**src/rtl/mips_pkg.sv**
```systemverilog
// mips_pkg: shared constants and types for the MIPS IF stage.
//   NOP_INSTR   - encoding loaded into IF/ID when a slot is empty
//   PC_INCR     - sequential PC step in bytes
//   INSTR_BYTES - bytes per instruction word
//   npc_sel_e   - next-PC source selector
package mips_pkg;

   localparam logic [31:0] NOP_INSTR   = 32'h0000_0000;
   localparam logic [31:0] PC_INCR     = 32'd4;
   localparam int unsigned INSTR_BYTES = 4;

   typedef enum logic [1:0] {
      NPC_SEQ,
      NPC_HOLD,
      NPC_BRANCH,
      NPC_JUMP
   } npc_sel_e;

endpackage

```
**src/rtl/ifid_reg.sv**
```systemverilog
// ifid_reg: IF/ID pipeline register.
//   clk, rst_n    - clock, asynchronous active-low reset
//   i_load        - capture i_instr / i_pc_plus4 and mark the slot valid
//   i_flush       - empty the slot (NOP, invalid); wins over i_load
//   i_instr       - fetched instruction word
//   i_pc_plus4    - PC+4 of the fetched instruction
//   o_instr       - latched instruction (NOP when invalid)
//   o_pc_plus4    - latched PC+4
//   o_valid       - slot holds a real instruction
// With neither control asserted the register holds its contents.
module ifid_reg
   import mips_pkg::*;
(
   input  logic        clk,
   input  logic        rst_n,
   input  logic        i_load,
   input  logic        i_flush,
   input  logic [31:0] i_instr,
   input  logic [31:0] i_pc_plus4,
   output logic [31:0] o_instr,
   output logic [31:0] o_pc_plus4,
   output logic        o_valid
);

   logic [31:0] r_instr;
   logic [31:0] r_pc_plus4;
   logic        r_valid;

   always_ff @(posedge clk or negedge rst_n) begin
      if (!rst_n) begin
         r_instr    <= NOP_INSTR;
         r_pc_plus4 <= 32'h0;
         r_valid    <= 1'b0;
      end else if (i_flush) begin
         // PC+4 is left untouched: it is meaningless while the slot is invalid.
         r_instr <= NOP_INSTR;
         r_valid <= 1'b0;
      end else if (i_load) begin
         r_instr    <= i_instr;
         r_pc_plus4 <= i_pc_plus4;
         r_valid    <= 1'b1;
      end
   end

   assign o_instr    = r_instr;
   assign o_pc_plus4 = r_pc_plus4;
   assign o_valid    = r_valid;

endmodule

```
**src/rtl/fetch_stage.sv**
```systemverilog
// fetch_stage: IF stage of the MIPS pipeline.
//   clk, rst_n    - clock (rising edge), asynchronous active-low reset
//   Address       - current PC driven to instruction memory
//   Instruction   - word returned combinationally for Address
//   Stall         - hold PC and IF/ID
//   BranchTaken   - branch in ID taken; target = IfIdPcPlus4 + BranchOffset*4
//   BranchOffset  - sign-extended word offset of that branch
//   JumpTaken     - j/jal in ID; target = {IfIdPcPlus4[31:28], JumpIndex, 2'b00}
//   JumpIndex     - instr_index of that jump
//   IfIdInstr     - IF/ID instruction (NOP when invalid)
//   IfIdPcPlus4   - IF/ID PC+4
//   IfIdValid     - IF/ID holds a real instruction
//   FetchFault    - sticky: a fetch was attempted outside instruction memory
//   FetchCount    - count of valid instructions loaded into IF/ID
module fetch_stage
   import mips_pkg::*;
#(
   parameter logic [31:0] RESET_PC  = 32'h0000_0000,
   parameter int unsigned MEM_BYTES = 128
) (
   input  logic        clk,
   input  logic        rst_n,
   output logic [31:0] Address,
   input  logic [31:0] Instruction,
   input  logic        Stall,
   input  logic        BranchTaken,
   input  logic [31:0] BranchOffset,
   input  logic        JumpTaken,
   input  logic [25:0] JumpIndex,
   output logic [31:0] IfIdInstr,
   output logic [31:0] IfIdPcPlus4,
   output logic        IfIdValid,
   output logic        FetchFault,
   output logic [31:0] FetchCount
);

   logic [31:0] r_pc;
   logic        r_fault;
   logic [31:0] r_count;

   logic [31:0] w_pc_plus4;
   logic [31:0] w_pc_next;
   logic [31:0] w_branch_tgt;
   logic [31:0] w_jump_tgt;
   logic        w_redirect;
   logic        w_in_range;
   logic        w_load;
   logic        w_flush;
   logic        w_fault_set;
   npc_sel_e    w_sel;
   logic [31:0] w_id_instr;
   logic [31:0] w_id_pc_plus4;
   logic        w_id_valid;
   logic        w_unused_ofs_hi;

   assign w_pc_plus4   = r_pc + PC_INCR;
   assign w_branch_tgt = w_id_pc_plus4 + {BranchOffset[29:0], 2'b00};
   assign w_jump_tgt   = {w_id_pc_plus4[31:28], JumpIndex, 2'b00};
   // Offset bits above 29 shift out of the 32-bit target.
   assign w_unused_ofs_hi = ^BranchOffset[31:30];

   // Redirects come from the instruction sitting in ID; an empty slot cannot redirect.
   assign w_redirect = w_id_valid & (JumpTaken | BranchTaken);

   // Last byte of the word must lie inside memory; 33 bits so PC near 2^32 cannot wrap.
   assign w_in_range = ({1'b0, r_pc} + 33'(INSTR_BYTES - 1)) < 33'(MEM_BYTES);

   always_comb begin
      w_sel       = NPC_SEQ;
      w_load      = 1'b0;
      w_flush     = 1'b0;
      w_fault_set = 1'b0;
      if (w_redirect) begin
         // Jump beats branch; Stall is ignored because the fetched slot is wrong-path.
         w_sel   = JumpTaken ? NPC_JUMP : NPC_BRANCH;
         w_flush = 1'b1;
      end else if (Stall) begin
         w_sel = NPC_HOLD;
      end else if (!w_in_range) begin
         w_sel       = NPC_HOLD;
         w_flush     = 1'b1;
         w_fault_set = 1'b1;
      end else begin
         w_sel  = NPC_SEQ;
         w_load = 1'b1;
      end
   end

   always_comb begin
      w_pc_next = r_pc;
      case (w_sel)
         NPC_SEQ:    w_pc_next = w_pc_plus4;
         NPC_HOLD:   w_pc_next = r_pc;
         NPC_BRANCH: w_pc_next = w_branch_tgt;
         NPC_JUMP:   w_pc_next = w_jump_tgt;
         default:    w_pc_next = r_pc;
      endcase
   end

   always_ff @(posedge clk or negedge rst_n) begin
      if (!rst_n) begin
         r_pc    <= RESET_PC;
         r_fault <= 1'b0;
         r_count <= 32'h0;
      end else begin
         r_pc <= w_pc_next;
         if (w_fault_set) begin
            r_fault <= 1'b1;
         end
         if (w_load) begin
            r_count <= r_count + 32'd1;
         end
      end
   end

   ifid_reg u_ifid (
      .clk        (clk),
      .rst_n      (rst_n),
      .i_load     (w_load),
      .i_flush    (w_flush),
      .i_instr    (Instruction),
      .i_pc_plus4 (w_pc_plus4),
      .o_instr    (w_id_instr),
      .o_pc_plus4 (w_id_pc_plus4),
      .o_valid    (w_id_valid)
   );

   assign Address     = r_pc;
   assign IfIdInstr   = w_id_instr;
   assign IfIdPcPlus4 = w_id_pc_plus4;
   assign IfIdValid   = w_id_valid;
   assign FetchFault  = r_fault;
   assign FetchCount  = r_count;

endmodule

```
**config.mk**
```make
export PLATFORM = sky130hd
export DESIGN_NAME = fetch_stage
export DESIGN_NICKNAME = d
export VERILOG_FILES = /design/src/rtl/mips_pkg.sv /design/src/rtl/ifid_reg.sv /design/src/rtl/fetch_stage.sv
export SDC_FILE = /design/constraint.sdc
export NUM_CORES = 1
export LEC_CHECK = 0
export CAP_MARGIN = 15
export CELL_PAD_IN_SITES_DETAIL_PLACEMENT = 1
export CELL_PAD_IN_SITES_GLOBAL_PLACEMENT = 2
export CORE_ASPECT_RATIO = 2
export CORE_MARGIN = 2
export CORE_UTILIZATION = 23
export DETAILED_ROUTE_END_ITERATION = 8
export GPL_ROUTABILITY_DRIVEN = 1
export PLACE_DENSITY_LB_ADDON = 0.08
export SLEW_MARGIN = 10
export SYNTH_ARGS = -nofsm -noshare
export SYNTH_HDL_FRONTEND = slang
export SYNTH_SLANG_ARGS = --single-unit
```
**constraint.sdc**
```tcl
create_clock -name clk -period 4.7 [get_ports clk]
set_clock_uncertainty 0.15 [all_clocks]
set_input_delay 0.94 -clock clk [delete_from_list [all_inputs] [get_ports clk]]
set_output_delay 0.94 -clock clk [all_outputs]
set_load 0.005 [all_outputs]
```
==> impl_metrics.toml <==
[finish]
final_cell_mix = "221 x clkdlybuf4s50_1, 130 x dfrtp_1, 47 x nand2_1, 47 x nor2_1, 42 x buf_4"
layout_commonest_cell = "clkdlybuf4s50_1"
antenna_cells = 0
drive_gt1_frac = 0.0996
seqCellArea_mm2 = 0.00325
area_growth_syn_to_layout_pct = 47.3
multi_input_area_mm2 = 0.00404
num-fill-cells = 3694
nets = 1128
final_area_mm2 = 0.0110
fin_cells = 1441

[floorplan]
core_area_mm2 = 0.0321
core.rowCount = 93
fp.dieH_um = 259
floorplan.initialDensity = 0.234
die-area_mm2 = 0.0342
ios = 225
die_x_um = 132

[clock_tree]
ctsHoldBuffers = 0
htreeDepth = 4
post_cts_resized = 0
tritoncts = "built"
clkSlewWorstSetupHoldPaths_ns = 0.07
root_buffer = "clkbuf_16"
clock_path_buffers = 2
clk_latency_ns = 0.45
postCtsSetupRepairBufs = 0
numCtsBuffers = 17
clock_sinks = 130

[timing]
tightest_slew_ns = 0.837
rsz0062_at_grt = "no"
report.final.slew_viol_count = 0
min_period_ns = 4.10
max-slew-margin-rel = 0.437
setup-violations-final = 0
setup_tns_ns = 0
hold_viol_final = 0
fmax_ghz = 0.244
fin_crit_sh = 0.871

[yosys]
synth_largest_area_cell = "dfrtp_1"
ys.warnings.count = 0
yosysSeqAreaShare = 0.434
syn_inst = 749
yosysUniqueCellTypes = 65
synth_flop_cell = "dfrtp_1"
synthTopCellsByArea = "dfrtp_1 43%, ha_1 5.2%, xor2_1 4.3%"
syn_area_per_cell_um2 = 10.0
async_flop_share = 1.00
synth-edff-count = 0
synth.top_cell.area_share = 0.434
syn_area_mm2 = 0.00750
ys_seq_elements = 130
mappedNetlistNets = 876

[route]
first_pass_iters = 4
wl_mm = 31.7
avgViaCountPerCell = 4.90
drc = 0
vias = 7057
first_iter_violations = 200
drtAntennaViolNets = 0
wl_per_cell_um = 22.0

[pwr]
powerDensity_mw_per_mm2 = 279
p_leak_nw = 4.79
ir_drop_mv = 0.269
finalPower_mw = 3.08

[run_status]
outcome = "complete, no violations"

[grt]
grt_pass1_vias = 7713
grt_max_degree = 62
antenna_found_initial = 0
grt_usage = 0.188
grt_pass1_wl_mm = 48.3
grt_overflow_total = 0

[worst_hold_path]
min_path_type = "flip-flop to flip-flop"
min_from = "FetchCount[31]"

[worst_setup_path]
r2r-start = "Address[19]"
path_cells = "nand4_1, or4_1, o31a_1, nor4b_1, nor4b_1, nand4b_1, or3_1, nor3_1, xor2_1"
required_ns = 4.92
cp-end-kind = "flip-flop"
cpPeakStageDelay_ns = 0.65
arrival_ns = 4.31
start_kind = "flip-flop"
critPathMostFrequentCell = "nor4b_1"
critPathMaxFanout = 11
worstSetupStartpoint = "Address[19]"
critical_path_class = "flip-flop to flip-flop"
critPathSlowestCell = "or3_1"

[flow_run]
maxCapViolCount = 0

[placement]
port_buffers = 222
hpwl_mm = 24.9
place_area_mm2 = 0.0105
dp_cells = 1409
gp_congestion = 0.794
[stage by stage]
stage,utilization,hold slack [ns],worst slack (ns)
2_1_floorplan,-,0.309,1.04
3_3_place_gp,0.327,0.300,0.234
3_5_place_dp,0.327,0.309,0.251
4_1_cts,0.344,0.320,0.522
5_1_grt,0.344,0.341,0.274
6_report,0.344,0.315,0.605
[flip-flops by register name (all words and copies together) (netlist names)]
signal / count
Address: 32
FetchCount: 32
u_ifid.o_instr: 32
u_ifid.o_pc_plus4: 32
FetchFault: 1
u_ifid.o_valid: 1
[report_power, final]
part | internal, mW | total [mW] | leakage (nW) | switching [mW]
Combinational | 0.290 | 0.547 | 2.76 | 0.257
Clock | 0.699 | 1.30 | 0.281 | 0.603
Sequential | 1.16 | 1.23 | 1.76 | 0.0699
[path summary, 6_finish.rpt]
| path | end | slack (ns) | cells past startpoint |
|---|---|---|---|
| max | FetchCount[22] | 0.60 | 9 |
| min | FetchCount[31] | 0.31 | 1 |
| max reg2reg | FetchCount[22] | 0.60 | 9 |
| min reg2reg | FetchCount[31] | 0.31 | 1 |
| max in group asynchronous | u_ifid.o_instr[30] | 3.28 | 2 |
| min in group asynchronous | FetchCount[6] | 0.32 | 1 |
[critical path: cells and delay by family (launching register included)]
| kind | cells | cell delay [ns] |
|---|---|---|
| AO/OA/AOI/OAI | 1 | 0.27 |
| XOR/XNOR | 1 | 0.17 |
| flip-flops | 1 | 0.55 |
| AND/OR/NAND/NOR | 7 | 2.87 |
[cell type report]
| cell class | instances | area share |
|---|---|---|
| timing repair buffer | 268 | 0.237 |
| tap | 427 | 0.0484 |
| inverter | 13 | 0.00442 |
| clock inverter | 15 | 0.0121 |
| multi-input combinational | 571 | 0.365 |
| sequential | 130 | 0.294 |
| clock buffer | 17 | 0.0385 |
[logic make-up (layout without fill, tap and decap cells)]
logic type	count (synthesis)	in the layout	share of synthesized area
compound gates	179	179	0.181
mux	11	11	0.0157
xor+xnor	68	68	0.0794
flops	130	130	0.434
fa+ha+maj	32	32	0.0544
simple gates	281	281	0.207
buf+inv	48	313	0.0284
[routing by layer]
layer,global-route usage,wire (um),share of wire
met1,0.181,10900,0.34
met2,0.381,18700,0.59
met3,0.0363,1150,0.036
met5,0,0,0
met4,0.0773,944,0.030
[cell usage after synthesis (16+ instances only)]
cell type and instances:
a21oi_1 23, a221o_1 25, a22o_1 36, and3_1 16
clkbuf_1 17, dfrtp_1 130, ha_1 31, nand2_1 47
nand3_1 34, nand4_1 20, nor2_1 47, nor2b_1 29
nor3_1 19, nor4_1 16, o21ai_0 23, xnor2_1 31
xor2_1 37
Power figures use the tool's default switching activity.
